### config.mk
export PLATFORM = sky130hd
export DESIGN_NAME = clock_phase_sequencer_flat
export DESIGN_NICKNAME = d
export VERILOG_FILES = /design/src/rtl/clock_phase_sequencer_pkg.sv /design/src/rtl/clock_phase_sequencer_if.sv /design/src/rtl/clock_phase_sequencer_divider.sv /design/src/rtl/clock_phase_sequencer.sv /design/src/flat_wrapper.sv
export SDC_FILE = /design/constraint.sdc
export NUM_CORES = 1
export LEC_CHECK = 0
export ABC_AREA = 0
export CAP_MARGIN = 20
export CORE_ASPECT_RATIO = 1.25
export CORE_MARGIN = 2
export CORE_UTILIZATION = 58
export DETAILED_ROUTE_END_ITERATION = 12
export GPL_ROUTABILITY_DRIVEN = 1
export HOLD_SLACK_MARGIN = 0.05
export PLACE_DENSITY = 0.82
export SYNTH_ARGS = -nofsm -noshare
export SYNTH_HDL_FRONTEND = slang
export SYNTH_SLANG_ARGS = --single-unit
### constraint.sdc
create_clock -name sysclk -period 5.76 [get_ports sysclk]
set_input_delay 1.152 -clock sysclk [delete_from_list [all_inputs] [get_ports sysclk]]
set_output_delay 1.152 -clock sysclk [all_outputs]
set_load 0.03 [all_outputs]
### src/rtl/clock_phase_sequencer_pkg.sv
// Shared MCS-4 timing definitions: subcycle indices, sequencer FSM states,
// and small decode helpers used by the sequencer, the CPU and the bench.
package clock_phase_sequencer_pkg;

  // Instruction-cycle subcycles, A1 first, X3 last.
  typedef enum logic [2:0] {
    SC_A1 = 3'd0,
    SC_A2 = 3'd1,
    SC_A3 = 3'd2,
    SC_M1 = 3'd3,
    SC_M2 = 3'd4,
    SC_X1 = 3'd5,
    SC_X2 = 3'd6,
    SC_X3 = 3'd7
  } subcycle_e;

  // Sequencer FSM states.
  typedef enum logic [1:0] {
    ST_POC     = 2'd0,
    ST_INIT    = 2'd1,
    ST_RUN     = 2'd2,
    ST_STOPPED = 2'd3
  } state_e;

  localparam int NUM_SUBCYCLES = 8;

  // One-hot phase vector for a subcycle (bit0 = A1 ... bit7 = X3).
  function automatic logic [7:0] phase_onehot(input subcycle_e sc);
    return 8'(1) << sc;
  endfunction

  // Clocks toggle in INIT and RUN only.
  function automatic logic is_running(input state_e s);
    return (s == ST_INIT) || (s == ST_RUN);
  endfunction

endpackage

### src/rtl/clock_phase_sequencer_if.sv
// Timing bus between the clock sequencer (master) and the CPU core (slave).
interface clock_phase_sequencer_if;
  logic       stop_req;
  logic       clk1;
  logic       clk2;
  logic [7:0] phase;
  logic       sync;
  logic       cycle_start;
  logic       cpu_reset;
  logic       stop_ack;

  modport master (
    input  stop_req,
    output clk1, clk2, phase, sync, cycle_start, cpu_reset, stop_ack
  );

  modport slave (
    output stop_req,
    input  clk1, clk2, phase, sync, cycle_start, cpu_reset, stop_ack
  );
endinterface

### src/rtl/clock_phase_sequencer_divider.sv
// Tick counter for one subcycle plus registered clk1/clk2 decode.
// run_now advances the counter (current FSM state); run_nxt gates the
// registered clock levels so they line up with the tick they decode.
module clock_phase_divider #(
  parameter int PERIOD = 8,
  parameter int CLK1_W = 2,
  parameter int GAP    = 1,
  parameter int CLK2_W = 2
) (
  input  logic clk,
  input  logic rst,
  input  logic run_now,
  input  logic run_nxt,
  output logic wrap,
  output logic tick0_nxt,
  output logic clk1,
  output logic clk2
);

  localparam int TW = $clog2(PERIOD);
  localparam logic [TW-1:0] LAST   = TW'(PERIOD - 1);
  localparam logic [TW-1:0] C1_END = TW'(CLK1_W);
  localparam logic [TW-1:0] C2_BEG = TW'(CLK1_W + GAP);
  localparam logic [TW-1:0] C2_END = TW'(CLK1_W + GAP + CLK2_W);

  logic [TW-1:0] tick_q, tick_d;
  logic          clk1_q, clk1_d;
  logic          clk2_q, clk2_d;

  // Wrap only while counting; held at 0 when stopped so wrap stays low.
  assign wrap = run_now && (tick_q == LAST);

  // Next tick and clock-level decode of that next tick.
  always_comb begin
    tick_d = tick_q + TW'(1);
    if (rst || !run_now || wrap) tick_d = '0;
    tick0_nxt = (tick_d == '0);
    clk1_d    = run_nxt && (tick_d < C1_END);
    clk2_d    = run_nxt && (tick_d >= C2_BEG) && (tick_d < C2_END);
  end

  // Tick and clock-level registers.
  always_ff @(posedge clk) begin
    if (rst) begin
      tick_q <= '0;
      clk1_q <= 1'b0;
      clk2_q <= 1'b0;
    end else begin
      tick_q <= tick_d;
      clk1_q <= clk1_d;
      clk2_q <= clk2_d;
    end
  end

  assign clk1 = clk1_q;
  assign clk2 = clk2_q;

endmodule

### src/rtl/clock_phase_sequencer.sv
// MCS-4 master clock sequencer: two-phase clock enables, 8-subcycle
// instruction timing, sync, power-on clear / CPU reset hold, and a
// stop/resume handshake taken only at instruction-cycle boundaries.
// All outputs are registered from next-state values so each output is
// valid in the same cycle as the tick/subcycle it decodes.
module clock_phase_sequencer
  import clock_phase_sequencer_pkg::*;
#(
  parameter int PERIOD       = 8,
  parameter int CLK1_W       = 2,
  parameter int GAP          = 1,
  parameter int CLK2_W       = 2,
  parameter int RESET_CYCLES = 8
) (
  input  logic                     sysclk,
  input  logic                     poc,
  clock_phase_sequencer_if.master  bus
);

  if (PERIOD < 6 || PERIOD > 255 || CLK1_W < 1 || CLK2_W < 1 || GAP < 1 ||
      CLK1_W + 2 * GAP + CLK2_W > PERIOD || RESET_CYCLES < 1 ||
      RESET_CYCLES > 255) begin : g_bad_params
    $error("clock_phase_sequencer: illegal timing parameters");
  end

  state_e      state_q, state_d;
  subcycle_e   sub_q, sub_d;
  logic [7:0]  rcnt_q, rcnt_d;
  logic [7:0]  phase_q, phase_d;
  logic        sync_q, sync_d;
  logic        cs_q, cs_d;
  logic        cpu_reset_q, cpu_reset_d;
  logic        stop_ack_q, stop_ack_d;

  logic        run_now, run_nxt;
  logic        wrap, tick0_nxt, last_tick;
  logic        div_clk1, div_clk2;

  assign run_now   = is_running(state_q);
  assign run_nxt   = is_running(state_d);
  assign last_tick = wrap && (sub_q == SC_X3);

  clock_phase_divider #(
    .PERIOD (PERIOD),
    .CLK1_W (CLK1_W),
    .GAP    (GAP),
    .CLK2_W (CLK2_W)
  ) u_div (
    .clk       (sysclk),
    .rst       (poc),
    .run_now   (run_now),
    .run_nxt   (run_nxt),
    .wrap      (wrap),
    .tick0_nxt (tick0_nxt),
    .clk1      (div_clk1),
    .clk2      (div_clk2)
  );

  // Next state, subcycle, reset-cycle count and registered output decode.
  always_comb begin
    state_d = state_q;
    sub_d   = sub_q;
    rcnt_d  = rcnt_q;
    if (wrap) sub_d = subcycle_e'(sub_q + 3'd1);

    case (state_q)
      ST_POC: begin
        state_d = ST_INIT;
        sub_d   = SC_A1;
      end
      ST_INIT: begin
        // stop_req deliberately not looked at while the CPU is held in reset
        if (last_tick) begin
          rcnt_d = rcnt_q + 8'd1;
          if (rcnt_q == 8'(RESET_CYCLES - 1)) state_d = ST_RUN;
        end
      end
      ST_RUN: begin
        if (last_tick && bus.stop_req) begin
          state_d = ST_STOPPED;
          sub_d   = SC_A1;
        end
      end
      ST_STOPPED: begin
        sub_d = SC_A1;
        if (!bus.stop_req) state_d = ST_RUN;
      end
      default: state_d = ST_POC;
    endcase

    if (poc) begin
      state_d = ST_POC;
      sub_d   = SC_A1;
      rcnt_d  = '0;
    end

    phase_d     = run_nxt ? phase_onehot(sub_d) : 8'h00;
    sync_d      = phase_d[7];
    cs_d        = run_nxt && (sub_d == SC_A1) && tick0_nxt;
    cpu_reset_d = (state_d == ST_POC) || (state_d == ST_INIT);
    stop_ack_d  = (state_d == ST_STOPPED);
  end

  // State and output registers; poc is the synchronous clear.
  always_ff @(posedge sysclk) begin
    if (poc) begin
      state_q     <= ST_POC;
      sub_q       <= SC_A1;
      rcnt_q      <= '0;
      phase_q     <= '0;
      sync_q      <= 1'b0;
      cs_q        <= 1'b0;
      cpu_reset_q <= 1'b1;
      stop_ack_q  <= 1'b0;
    end else begin
      state_q     <= state_d;
      sub_q       <= sub_d;
      rcnt_q      <= rcnt_d;
      phase_q     <= phase_d;
      sync_q      <= sync_d;
      cs_q        <= cs_d;
      cpu_reset_q <= cpu_reset_d;
      stop_ack_q  <= stop_ack_d;
    end
  end

  assign bus.clk1        = div_clk1;
  assign bus.clk2        = div_clk2;
  assign bus.phase       = phase_q;
  assign bus.sync        = sync_q;
  assign bus.cycle_start = cs_q;
  assign bus.cpu_reset   = cpu_reset_q;
  assign bus.stop_ack    = stop_ack_q;

endmodule

### src/flat_wrapper.sv
// flat-port wrapper written by rule: the top's interface ports become plain ports
module clock_phase_sequencer_flat import clock_phase_sequencer_pkg::*;
#(
  parameter int PERIOD       = 8,
  parameter int CLK1_W       = 2,
  parameter int GAP          = 1,
  parameter int CLK2_W       = 2,
  parameter int RESET_CYCLES = 8
)
  (sysclk, poc, bus_stop_req, bus_clk1, bus_clk2, bus_phase, bus_sync, bus_cycle_start, bus_cpu_reset, bus_stop_ack);
  clock_phase_sequencer_if bus_i ();
  input  logic sysclk;
  input  logic poc;
  input wire logic [$bits(bus_i.stop_req)-1:0] bus_stop_req;
  output wire logic [$bits(bus_i.clk1)-1:0] bus_clk1;
  output wire logic [$bits(bus_i.clk2)-1:0] bus_clk2;
  output wire logic [$bits(bus_i.phase)-1:0] bus_phase;
  output wire logic [$bits(bus_i.sync)-1:0] bus_sync;
  output wire logic [$bits(bus_i.cycle_start)-1:0] bus_cycle_start;
  output wire logic [$bits(bus_i.cpu_reset)-1:0] bus_cpu_reset;
  output wire logic [$bits(bus_i.stop_ack)-1:0] bus_stop_ack;
  assign bus_i.stop_req = bus_stop_req;
  assign bus_clk1 = bus_i.clk1;
  assign bus_clk2 = bus_i.clk2;
  assign bus_phase = bus_i.phase;
  assign bus_sync = bus_i.sync;
  assign bus_cycle_start = bus_i.cycle_start;
  assign bus_cpu_reset = bus_i.cpu_reset;
  assign bus_stop_ack = bus_i.stop_ack;
  clock_phase_sequencer #(.PERIOD(PERIOD), .CLK1_W(CLK1_W), .GAP(GAP), .CLK2_W(CLK2_W), .RESET_CYCLES(RESET_CYCLES)) u_core (.sysclk(sysclk), .poc(poc), .bus(bus_i));
endmodule
== Yosys cells after proc, flatten, opt, wreduce, memory -nomap -nowiden ==
Index checks and enable logic that the tools add are counted.

* Register bits after elaboration: 29
* Input port bits: 3
* Word-level logic and storage cells: 60

* Add/sub/neg operators: 3
* Magnitude comparators: 3
* Eq/ne operators: 9
* Shifts and indexed selects: 1
* Multiplexer cells: 11
* Bitwise gates (word level): 1
* Reduce and logical (&&, ||, !) cells: 21

{| class="wikitable"
|+ Operators by type and width
! cell !! count
|-
| 2-to-1 mux 3 bit || 4
|-
| 2-to-1 mux 2 bit || 5
|-
| adder 8 x 1 -> 8 bit, second input constant || 1
|-
| == test 2 bit, second input constant || 4
|-
| == test 8 x 3 -> 1 bit, second input constant || 1
|-
| logical AND 1 bit || 8
|-
| case mux 2 bit (4 select lines) || 1
|-
| << shifter 1 x 3 -> 8 bit, first input constant || 1
|-
| adder 3 x 1 -> 3 bit, second input constant || 2
|-
| == test 3 bit, second input constant || 2
|-
| logical NOT 3 bit || 2
|-
| case mux 3 bit (2 select lines) || 1
|-
| logical OR 1 bit || 5
|-
| == test 2 x 1 -> 1 bit, second input constant || 2
|-
| logical NOT 2 bit || 2
|-
| OR reduction 2 bit || 2
|-
| greater-or-equal comparator 3 x 2 -> 1 bit, second input constant || 1
|-
| less-than comparator 3 x 2 -> 1 bit, second input constant || 1
|-
| less-than comparator 3 bit, second input constant || 1
|-
| AND reduction 2 bit || 1
|-
| logical NOT 1 bit || 1
|-
| NOT 1 bit || 1
|}

== Logic depth before layout (Yosys ltp) ==
* Depth after elaboration: 12
* Gate-level depth with buffers: 9
* Mapped depth without buffers: 8

== Hierarchy ==
A second synthesis with hierarchy kept.

* Cells, all modules: 150
* Area, all modules: 1,421.4 sq um

{| class="wikitable"
|+ By module, submodules not included
! module !! instances !! cells each !! area each (sq um) !! seq. area each (sq um)
|-
| clock_phase_sequencer || 1 || 129 || 1,201.2 || 480.5
|-
| clock_phase_divider || 1 || 21 || 220.2 || 100.1
|}

== Worst setup path after synthesis ==
No wires, ideal clock.

* Path type: in2reg
* From: input port poc
* To: register u_core.phase_q[4], in the netlist u_core.bus.phase[4]
* Library setup time: 0.115 ns
* Arrival: 2.519 ns
* Data required time: 5.645 ns
* Path slack: 3.127 ns
* Stages: 6
* Buffers on the path: 1
* Path through: clkbuf_1 nor3_1 o21ai_0 ha_1 nand2_1 a2111oi_0

* Longest elaborated chain between the ends: 5
* Elaborated cells between the ends (all ways): 8
* Classes of those cells: eq/ne (2); shift (1); mux (2); bitwise (1); reduce/logical (2)

{| class="wikitable"
|+ RTL lines
! item !! RTL line !! source
|-
| start: declaration || flat_wrapper.sv:13 || <nowiki>input logic poc;</nowiki>
|-
| 2-to-1 mux 2 bit || clock_phase_sequencer.sv:91 || <nowiki>if (poc) begin</nowiki>
|-
| == test 2 x 1 -> 1 bit / == test 2 bit (equally long branches) || clock_phase_sequencer_pkg.sv:34 || <nowiki>return (s == ST_INIT) || (s == ST_RUN);</nowiki>
|-
| logical OR 1 bit || clock_phase_sequencer_pkg.sv:34 ||
|-
| NOT 1 bit (no line) || n/a ||
|-
| OR reduction 2 bit (no line) || n/a ||
|-
| end signal: assignment || clock_phase_sequencer.sv:119 || <nowiki>phase_q <= phase_d;</nowiki>
|-
| end: declaration || clock_phase_sequencer.sv:29 || <nowiki>logic [7:0] phase_q, phase_d;</nowiki>
|}

Parallel ways exist; a longest one is shown, timed or not.
A chain may end at the register's enable or synchronous reset.

== Worst setup path in the final report ==
Same ends and word-level chain as after synthesis.

==> flow_summary.json <==
{
  "status": "completed",
  "clkTransAtPathRegs_ns": 0.09,
  "power.net_switching_uw": 87.55,
  "switching_share": 0.2519,
  "synth-edff-count": 0,
  "yosysTopAreaCell": "dfxtp_1",
  "cts_max_path_buffers": 2,
  "hold_viol": 0,
  "peakVddDrop_uv": 206.0,
  "synth_most_common_cell": "dfxtp_1",
  "cts_tree": "built",
  "fin_worst_skew_ns": 0.004308,
  "via_per_inst": 5.864,
  "avgRoutedWirePerCell_um": 13.50,
  "cp_cell_sequence": "clkdlybuf4s50_1 -> nor3_1 -> o21ai_0 -> ha_1 -> nand2_1 -> a2111oi_0",
  "initial_core_util": 0.6021,
  "grtUsageMet3": 0.05051,
  "die-area_um2": 2884,
  "comb_power_share": 0.082,
  "max_cap_violations": 0,
  "ctsHoldBuffers": 0,
  "drv_slew": 0,
  "drt_iter0_markers": 22,
  "setup_viol": 0,
  "drt-pass1-iter-count": 4,
  "clock-root-buffer": "clkbuf_4",
  "clock_latency_ns": 0.31,
  "first_global_vias": 1164,
  "cts_sinks": 29,
  "syn_avg_cell_area_um2": 9.737,
  "antenna_found_initial": 0,
  "io_pins": 17,
  "yosysWarnings": 0,
  "placed_area_um2": 1592,
  "max_freq_ghz": 0.3051,
  "period_minus_slack_ns": 3.278,
  "synth_nets": 163,
  "worstSetupStartpointType": "input port",
  "core_um2": 2377,
  "grt-busiest-layer": "met2",
  "cts_resized": 0,
  "synth-main-ff-cell": "dfxtp_1",
  "crit_required_ns": 5.96,
  "die_x_um": 48.44,
  "tightestPinTransition_ns": 0.7429,
  "met2_usage": 0.4266,
  "synthTopCellsByArea": "dfxtp_1 (41%), ha_1 (11%), inv_1 (2.9%), nor4_1 (2.6%), a31oi_1 (2.2%)",
  "crit_fanout": 21,
  "hold_slack_ns": 0.5191,
  "die-height_um": 59.54,
  "drcViolationCount": 0,
  "synth_common_cells": "dfxtp_1 (29), ha_1 (13), inv_1 (11)",
  "cp.arrival_ns": 3.48,
  "grt_util_met1": 0.2111,
  "vias": 1161,
  "gr-total-overflow": 0,
  "post-route-period-util": 0.5691,
  "r2r_slack_ns": 2.87,
  "max_slew_margin": 0.5032,
  "fin_tns_setup_ns": 0,
  "synth_top_cell_area_share": 0.4056,
  "crit_type": "in2reg",
  "place.gp.congestion": 0.7632,
  "ant_nets": 0,
  "p_int_uw": 260.0,
  "seq_area_frac_synth": 0.4056,
  "cts_setup_buffers": 0,
  "rsz0062_at_grt": "false",
  "crit_path_max_incr_delay_ns": 0.79,
  "n_antenna_cell": 0,
  "htreeDepth": 2,
  "cp_slowest_cell": "clkdlybuf4s50_1",
  "grt_pass1_wl_mm": 4.788,
  "p_clk_frac": 0.327,
  "fin_area_um2": 1643,
  "drive_above_1_share": 0.09697,
  "synth_area_um2": 1431,
  "nets": 180,
  "hp-class": "reg2reg",
  "pwr-share-seq": 0.590,
  "rows": 20,
  "dp_hpwl_mm": 2.018,
  "async_flop_share": 0,
  "power.density_nw_per_um2": 211.6,
  "place.port_buffers": 16,
  "cts_buffers": 5,
  "dp.cells": 190,
  "total_leakage_power_uw": 0.0006179,
  "stdcell_count": 198,
  "routed_wl_mm": 2.673,
  "synth_cell_type_count": 43,
  "end_kind": "flop",
  "grt_max_degree": 22,
  "syn_inst": 147,
  "groute.usage.overall": 0.2149,
  "syn_to_final_growth_pct": 14.77,
  "synth-seq-cells": 29
}
[final timing paths]
path | start | end | cells after the start
worst max register to register | u_core.state_q[0] | u_core.bus.phase[4] | 8
worst max-delay path | poc | u_core.bus.phase[4] | 6
worst min-delay path | u_core.rcnt_q[6] | u_core.rcnt_q[6] | 2
worst min register to register | u_core.rcnt_q[6] | u_core.rcnt_q[6] | 2
[power groups by stage]
| stage | sequential [uW] | clock, uW | combinational, uW |
|---|---|---|---|
| 2_1_floorplan | 213 | 0 | 16.6 |
| 3_3_place_gp | 210 | 0 | 27.3 |
| 6_report | 205 | 114 | 28.6 |
| 4_1_cts | 205 | 117 | 28.5 |
| 5_1_grt | 206 | 129 | 31.2 |
| 3_5_place_dp | 210 | 0 | 28.4 |
[metal layers]
layer	routed length (um)	vias to the layer above	part of all wire
met5	0	-	0
met4	34	0	0.013
met3	90	4	0.034
met2	1483	25	0.55
met1	1064	549	0.40
li1	-	583	-
[placed cells by master, fill, tap and decap left out, drive strengths merged, types with 2 or more instances in the layout]
cell / count
ha: 13
o22a: 2
clkbuf: 6
o31ai: 4
a21bo: 3
o21a: 2
or3: 3
nand4: 3
nor3: 6
clkdlybuf4s50: 16
clkinv: 2
or4: 4
nor2b: 2
o21ai: 2
a21oi: 7
and2: 4
dfxtp: 29
a31oi: 5
a211oi: 3
nor2: 5
nor4: 7
nand2: 6
mux2i: 2
inv: 11
nand3: 3
[cells by family after synthesis]
logic type / Yosys count / share of synthesized area
AND/OR/NAND/NOR: 50 / 0.2185
flip-flops: 29 / 0.4056
AO/OA/AOI/OAI: 34 / 0.1766
XOR/XNOR: 1 / 0.006120
adder cells (fa/ha/maj): 13 / 0.1136
buffers and inverters: 17 / 0.05769
multiplexers: 3 / 0.02185
[state kept, by name (all words and copies together) (netlist names)]
| name | count |
|---|---|
| u_core.bus.cpu_reset | 1 |
| u_core.bus.cycle_start | 1 |
| u_core.bus.phase | 7 |
| u_core.bus.stop_ack | 1 |
| u_core.bus.sync | 1 |
| u_core.rcnt_q | 8 |
| u_core.state_q | 2 |
| u_core.sub_q | 3 |
| u_core.u_div.clk1 | 1 |
| u_core.u_div.clk2 | 1 |
| u_core.u_div.tick_q | 3 |
[area by class of cell]
cell class,count,area [um^2]
multi-input cells,101,768.2
fillers,208,734.5
flip-flops and latches,29,580.6
repair buffers,16,160.2
clock buffers,6,41.29
inverters,11,41.29
well taps,33,41.29
clock inverters,2,10.01
[stage by stage]
step                worst slack (ns)  utilization  power [uW]
floorplan                      3.127            -       229.5
global placement               2.233       0.6695       237.0
detailed placement             2.179       0.6695       238.4
CTS                            2.490       0.6911       350.5
global route                   2.142       0.6911       366.5
finish                         2.482       0.6911       347.6
[critical path, delay by kind of cell]
family	cells	cell delay [ns]
adder cells (fa/ha/maj)	1	0.33
buffers and inverters	1	0.79
AND/OR/NAND/NOR	2	0.65
AO/OA/AOI/OAI	2	0.56
No activity file was read; power rests on OpenSTA's default activity.
